$ cat config.mk
export PLATFORM = sky130hd
export DESIGN_NAME = dpcm_decoder
export DESIGN_NICKNAME = d
export VERILOG_FILES = /design/src/rtl/dpcm_pkg.sv /design/src/rtl/dpcm_clamp.sv /design/src/rtl/dpcm_decoder.sv
export SDC_FILE = /design/constraint.sdc
export NUM_CORES = 1
export LEC_CHECK = 0
export ABC_AREA = 1
export CAP_MARGIN = 10
export CORE_MARGIN = 1
export CORE_UTILIZATION = 45
export CTS_BUF_LIST = sky130_fd_sc_hd__clkbuf_16
export CTS_CLUSTER_SIZE = 14
export DETAILED_ROUTE_END_ITERATION = 10
export HOLD_SLACK_MARGIN = 0.06
export PLACE_DENSITY = 0.69
export SYNTH_ARGS = -nofsm -noshare
export SYNTH_HDL_FRONTEND = slang
export SYNTH_HIERARCHICAL = 1
export SYNTH_SLANG_ARGS = --single-unit
$ cat constraint.sdc
create_clock -name clk -period 2.5 [get_ports clk]
set_input_delay 0.375 -clock clk [delete_from_list [all_inputs] [get_ports clk]]
set_output_delay 0.375 -clock clk [all_outputs]
set_load 0.01 [all_outputs]
$ cat src/rtl/dpcm_pkg.sv
// dpcm_pkg: constants and types shared by the DPCM decoder and encoder.
//   DPCM_DATA_W    - sample / difference-code width
//   DPCM_BLOCK_LEN - samples per predictor resync block (0 disables resync)
//   DPCM_SAT_MAX   - upper clamp for reconstructed samples
package dpcm_pkg;

  localparam int DPCM_DATA_W    = 8;
  localparam int DPCM_BLOCK_LEN = 16;
  localparam int DPCM_SAT_MAX   = 255;

  typedef logic unsigned [DPCM_DATA_W-1:0] dpcm_sample_t;
  typedef logic signed   [DPCM_DATA_W-1:0] dpcm_code_t;

endpackage

$ cat src/rtl/dpcm_clamp.sv
// dpcm_clamp: combinational sign-extend, add and clamp.
//   pred   in  DATA_W  unsigned predictor
//   code   in  DATA_W  signed two's-complement difference code
//   sample out DATA_W  clamp(pred + code) into [0, SAT_MAX]
//   sat    out 1       clamp engaged (sum < 0 or sum > SAT_MAX)
module dpcm_clamp
  import dpcm_pkg::*;
#(
  parameter int DATA_W  = DPCM_DATA_W,
  parameter int SAT_MAX = DPCM_SAT_MAX
) (
  input  logic [DATA_W-1:0] pred,
  input  logic [DATA_W-1:0] code,
  output logic [DATA_W-1:0] sample,
  output logic              sat
);

  localparam logic signed [DATA_W+1:0] LIM = (DATA_W+2)'(SAT_MAX);

  logic signed [DATA_W+1:0] pred_ext;
  logic signed [DATA_W+1:0] code_ext;
  logic signed [DATA_W+1:0] sum;

  always_comb begin
    // Two guard bits: one for the carry past 2^DATA_W-1, one for the sign.
    pred_ext = $signed({2'b00, pred});
    code_ext = $signed({{2{code[DATA_W-1]}}, code});
    sum      = pred_ext + code_ext;
    sample   = sum[DATA_W-1:0];
    sat      = 1'b0;
    if (sum < 0) begin
      sample = '0;
      sat    = 1'b1;
    end else if (sum > LIM) begin
      sample = DATA_W'(SAT_MAX);
      sat    = 1'b1;
    end
  end

endmodule

$ cat src/rtl/dpcm_decoder.sv
// dpcm_decoder: reconstructs unsigned samples from signed DPCM difference
// codes with clamping and periodic predictor resync.
//   clk, rst   clock, synchronous active-high reset
//   Valid      in   upstream code valid
//   Ready      out  decoder can accept a code this cycle
//   DataIn     in   signed difference code
//   OutValid   out  DataOut holds a reconstructed sample
//   OutReady   in   downstream accepts DataOut this cycle
//   DataOut    out  reconstructed sample (retains value while OutValid=0)
//   SatCount   out  saturating clamp-event counter, only when the macro
//                   DPCM_DEC_SAT_CNT_EN is defined
module dpcm_decoder
  import dpcm_pkg::*;
#(
  parameter int DATA_W    = DPCM_DATA_W,
  parameter int BLOCK_LEN = DPCM_BLOCK_LEN,
  parameter int SAT_MAX   = DPCM_SAT_MAX
) (
  input  logic              clk,
  input  logic              rst,
  input  logic              Valid,
  output logic              Ready,
  input  logic [DATA_W-1:0] DataIn,
  output logic              OutValid,
  input  logic              OutReady,
  output logic [DATA_W-1:0] DataOut
`ifdef DPCM_DEC_SAT_CNT_EN
  ,
  output logic [15:0]       SatCount
`endif
);

  localparam int CNT_W = (BLOCK_LEN > 1) ? $clog2(BLOCK_LEN) : 1;
  localparam int LAST  = (BLOCK_LEN > 0) ? BLOCK_LEN - 1 : 0;

  logic [DATA_W-1:0] pred;
  logic [CNT_W-1:0]  cnt;
  logic [DATA_W-1:0] sample;
  logic              sat;
  logic              accept;

  dpcm_clamp #(
    .DATA_W (DATA_W),
    .SAT_MAX(SAT_MAX)
  ) u_clamp (
    .pred  (pred),
    .code  (DataIn),
    .sample(sample),
    .sat   (sat)
  );

  assign Ready  = ~OutValid | OutReady;
  assign accept = Valid & Ready;

  always_ff @(posedge clk) begin
    if (rst) begin
      OutValid <= 1'b0;
      DataOut  <= '0;
      pred     <= '0;
      cnt      <= '0;
    end else if (accept) begin
      DataOut  <= sample;
      OutValid <= 1'b1;
      // Last code of a block: the output still carries its sample, but the
      // next code is decoded against a zero predictor.
      if (BLOCK_LEN > 0 && cnt == CNT_W'(LAST)) begin
        cnt  <= '0;
        pred <= '0;
      end else begin
        pred <= sample;
        if (BLOCK_LEN > 0) cnt <= cnt + 1'b1;
      end
    end else if (OutReady) begin
      OutValid <= 1'b0;
    end
  end

`ifdef DPCM_DEC_SAT_CNT_EN
  always_ff @(posedge clk) begin
    if (rst) begin
      SatCount <= '0;
    end else if (accept && sat && SatCount != 16'hFFFF) begin
      SatCount <= SatCount + 16'd1;
    end
  end
`else
  logic unused_sat;
  assign unused_sat = sat;
`endif

endmodule

Yosys cells after proc, flatten, opt, wreduce, memory -nomap -nowiden
Index checks and enable logic that the tools add are counted.
{"block": "op_classes", "addsub": 2, "n_lt_le_gt_ge": 2, "eq_ne": 1, "mux": 6, "bitwise": 3, "reduce_logical": 1}
{"operator": "8-bit two-way mux", "count": 3}
{"operator": "9-bit by 8-bit adder with 10-bit output", "count": 1}
{"operator": "10-bit by 9-bit > comparator with 1-bit output, second input constant", "count": 1}
{"operator": "10-bit by 1-bit < comparator with 1-bit output, second input constant", "count": 1}
{"operator": "4-bit by 1-bit adder with 4-bit output, second input constant", "count": 1}
{"operator": "4-bit == test, second input constant", "count": 1}
{"operator": "4-bit two-way mux", "count": 1}
{"operator": "1-bit two-way mux", "count": 2}
{"operator": "2-bit nonzero test", "count": 1}
{"operator": "1-bit AND", "count": 1}
{"operator": "1-bit inverter", "count": 1}
{"operator": "1-bit bitwise OR", "count": 1}
{"block": "totals", "ff_bits": 21, "in_bits": 12, "output_inout_bits": 10}

Longest topological paths before layout
{"block": "logic_depth", "depth_word": 5, "mapped_depth": 14, "depth_no_buf": 14}

Hierarchy
The synthesis kept the hierarchy.
{"mod": "dpcm_decoder", "n_inst": 1, "cells_per_inst": 102, "area_per_inst_um2": 820.8}
{"mod": "dpcm_clamp", "n_inst": 1, "cells_per_inst": 111, "area_per_inst_um2": 595.6}

Worst setup path after synthesis
Ideal clock, no wire load.
{"block": "synth_path", "kind": "in2reg", "from": "input DataIn[0]", "to": "register pred[7]", "setup_ps": 70, "arrival_ps": 1794, "required_ps": 2430, "slack_ps": 637, "path_stages": 13, "path_buffers": 0, "path_cell_list": "ha_1 inv_1 fa_1 inv_1 nand3_1 nand2_2 nand2_1 nand2_1 nand2_2 nand2_4 o21a_1 nand3_1 a21oi_1"}
{"block": "synth_between", "elab_chain_cells": 5, "elab_cells_between_ends": 6, "classes_between": "add/sub (1); order compare (2); mux (3)"}
{"element": "from (decl)", "line_no": "dpcm_decoder.sv:23", "source": "input logic [DATA_W-1:0] DataIn,"}
{"element": "9-bit by 8-bit adder with 10-bit output (*)", "line_no": "dpcm_clamp.sv:28", "source": "sum = pred_ext + code_ext;"}
{"element": "10-bit by 9-bit > comparator with 1-bit output", "line_no": "dpcm_clamp.sv:34", "source": "end else if (sum > LIM) begin"}
{"element": "8-bit two-way mux", "line_no": "dpcm_clamp.sv:34"}
{"element": "8-bit two-way mux (*)", "line_no": "dpcm_clamp.sv:31", "source": "if (sum < 0) begin"}
{"element": "net sample[7]", "line_no": "dpcm_decoder.sv:38", "source": "logic [DATA_W-1:0] sample;"}
{"element": "8-bit two-way mux (*)", "line_no": "dpcm_decoder.sv:66", "source": "if (BLOCK_LEN > 0 && cnt == CNT_W'(LAST)) begin"}
{"element": "to (signal assigned)", "line_no": "dpcm_decoder.sv:70", "source": "pred <= sample;"}
{"element": "to (decl)", "line_no": "dpcm_decoder.sv:36", "source": "logic [DATA_W-1:0] pred;"}
The timed path passes the listed nets; every way through them passes the cells marked *.
A chain may end at the register's enable or synchronous reset.

Worst setup path in the final report
Ends and elaborated chain as after synthesis.

==> summary.md <==
| Metric | Value |
|---|---|
| Unrepaired setup endpoints after global routing | no |
| CTS Hold Bufs | 0 |
| CTS H-tree depth | 1 |
| Post-DP HPWL | between 2000 and 2500 µm |
| Reg2reg setup slack | 0.51 ns |
| Post-layout util | approximately three fifths |
| Ys Warns | 6 |
| CP Max Fanout | 8 |
| Post-CTS Setup Inserts | 0 |
| Nature of the critical path endpoint | register |
| Total GRT Usage | about a fifth |
| Normalized max-slew margin | between 70% and 80% |
| Lkg Pwr | 0.859 nW |
| Multi-input combinational cell area | 810 µm² |
| Post-Synthesis Cells | between 200 and 250 |
| Fraction of layout cells with a size suffix above 1 | about a tenth |
| I/O Buffers | 21 |
| Final wirelength | 3020 µm |
| Final layout net count | 260 |
| Commonest non-fill, non-tap cell in the layout | nand2_1 |
| Vias | between 1000 and 1500 |
| Vias in the first global route | between 1000 and 1500 |
| WP data arrival | 2.38 ns |
| Drt first pass iters | 4 |
| Final Wtd Congestion | roughly 0.9 |
| DRC | 0 |
| Final Setup Violations | 0 |
| Wire per inst | about 11 µm |
| Fin. max-slew vios | 0 |
| Register area | between 400 and 500 µm² |
| Vias per inst | 5.13 |
| Worst skew pair latency | about 0.25 ns |
| Finished Layout Cells | around 270 |
| Peak supply drop | 0.000352 V |
| Initial antenna violation count | 0 |
| Layout fillers | around 270 |
| Most frequent cells in the layout | nand2_1 (61), inv_1 (33), dfxtp_1 (21), a21oi_1 (21), clkdlybuf4s50_1 (21) |
| Syn-to-layout area delta | 23.0% |
| Largest net degree at the start of global routing | 22 |
| Placed insts | 263 |
| Clock Tree Buf Depth | 2 |
| DR iter-0 viols | 33 |
| Synth Net Count | between 200 and 250 |
| # IOs | 22 |
| Die height | 58.0 µm |
| CTS sink cnt | 21 |
| Worst min-delay path class | register to register |
| CTS Buf Count | 3 |
| Pwr Density | 557 nW/µm² |
| Initial Util | just under 50% |
| DIE WIDTH | between 50 and 60 µm |
| Status | complete, no violations |
| Hold Violations, Final | 0 |
| Final ANT Viol Nets | 0 |
| Kind of critical path | input port to register |
| Clock Tree Root | clkbuf_16 |
| Core area | about 2900 µm² |
| Register clock-pin slew on the reported worst setup and hold paths | about 0.060 ns |
| Max_cap viols | 0 |
| Diodes inserted | 0 |
| Cts repair resizes | 0 |
| FP Rows | 19 |
| Netlist Area Pre-Place | ~1400 µm² |
| Tmin final | 2.20 ns |
| CTS tree | done |
| TNS Setup | 0 ns |
| DIE AREA | 3360 µm² |
| Global route overflow | 0 |
| Setup crit start kind | input port |
| CP Data Required Time | roughly 2.7 ns |
| First-pass GRT wire length | 5120 µm |
| Mean Syn Cell Area | about 6.7 µm² |
| Clock Skew | 0.00136 ns |
| Worst-Margin Slew | 0.381 ns |
| Tcrit/Tclk final | 88.1% |
| Fmax | approximately 0.45 GHz |
==> state kept, by name, indices dropped and copies added (netlist names) <==
name,flops
pred,8
DataOut,8
OutValid,1
cnt,4
==> worst paths after layout <==
| path | from | end | depth (start not counted) |
|---|---|---|---|
| min | DataOut[3] | DataOut[3] | 2 |
| max | DataIn[0] | pred[7] | 14 |
| min reg2reg | DataOut[3] | DataOut[3] | 2 |
| max reg2reg | pred[0] | pred[7] | 13 |
==> through the flow <==
stage	hold WS [ns]	area [µm²]	power, W	setup WS [ns]
after floorplan	0.448	1410	0.000561	0.647
after global placement	0.455	1660	0.000638	0.141
after detailed placement	0.457	1660	0.000642	0.0486
after CTS	0.466	1740	0.000973	0.289
after global routing	0.488	1740	0.00102	0.118
final	0.463	1740	0.000966	0.299
==> critical path, stage by stage <==
cell	delay [ns]
clkdlybuf4s50_1	0.46
ha_1	0.16
inv_1	0.05
fa_1	0.39
inv_1	0.09
nand3_1	0.08
nand2_2	0.10
nand2_1	0.07
nand2_1	0.08
nand2_2	0.06
nand2_4	0.09
o21a_1	0.17
nand3_1	0.08
a21oi_1	0.12
==> layer usage <==
layer / wire length, µm / track usage (%)
met5: 0 / 0
met3: 153 / 4.02
met4: 17 / 3.06
met2: 1370 / 31.5
met1: 1480 / 27.2
==> where the power goes <==
| group | internal (W) | total (W) | switching (W) | leakage [nW] |
|---|---|---|---|---|
| Clock | 0.000214 | 0.000329 | 0.000115 | 0.0409 |
| Combinational | 0.000113 | 0.000262 | 0.000148 | 0.646 |
| Sequential | 0.000359 | 0.000375 | 0.0000161 | 0.172 |
==> final cells by class <==
cell class | count | share of cell area (%)
Timing Repair Buffer | 26 | 14.3
Tap cell | 31 | 2.24
Clock buffer | 3 | 4.33
Sequential cell | 21 | 24.2
Inverter | 37 | 8.00
Clock inverter | 1 | 0.288
Multi-Input combinational cell | 148 | 46.6
Power figures use the tool's default switching activity.
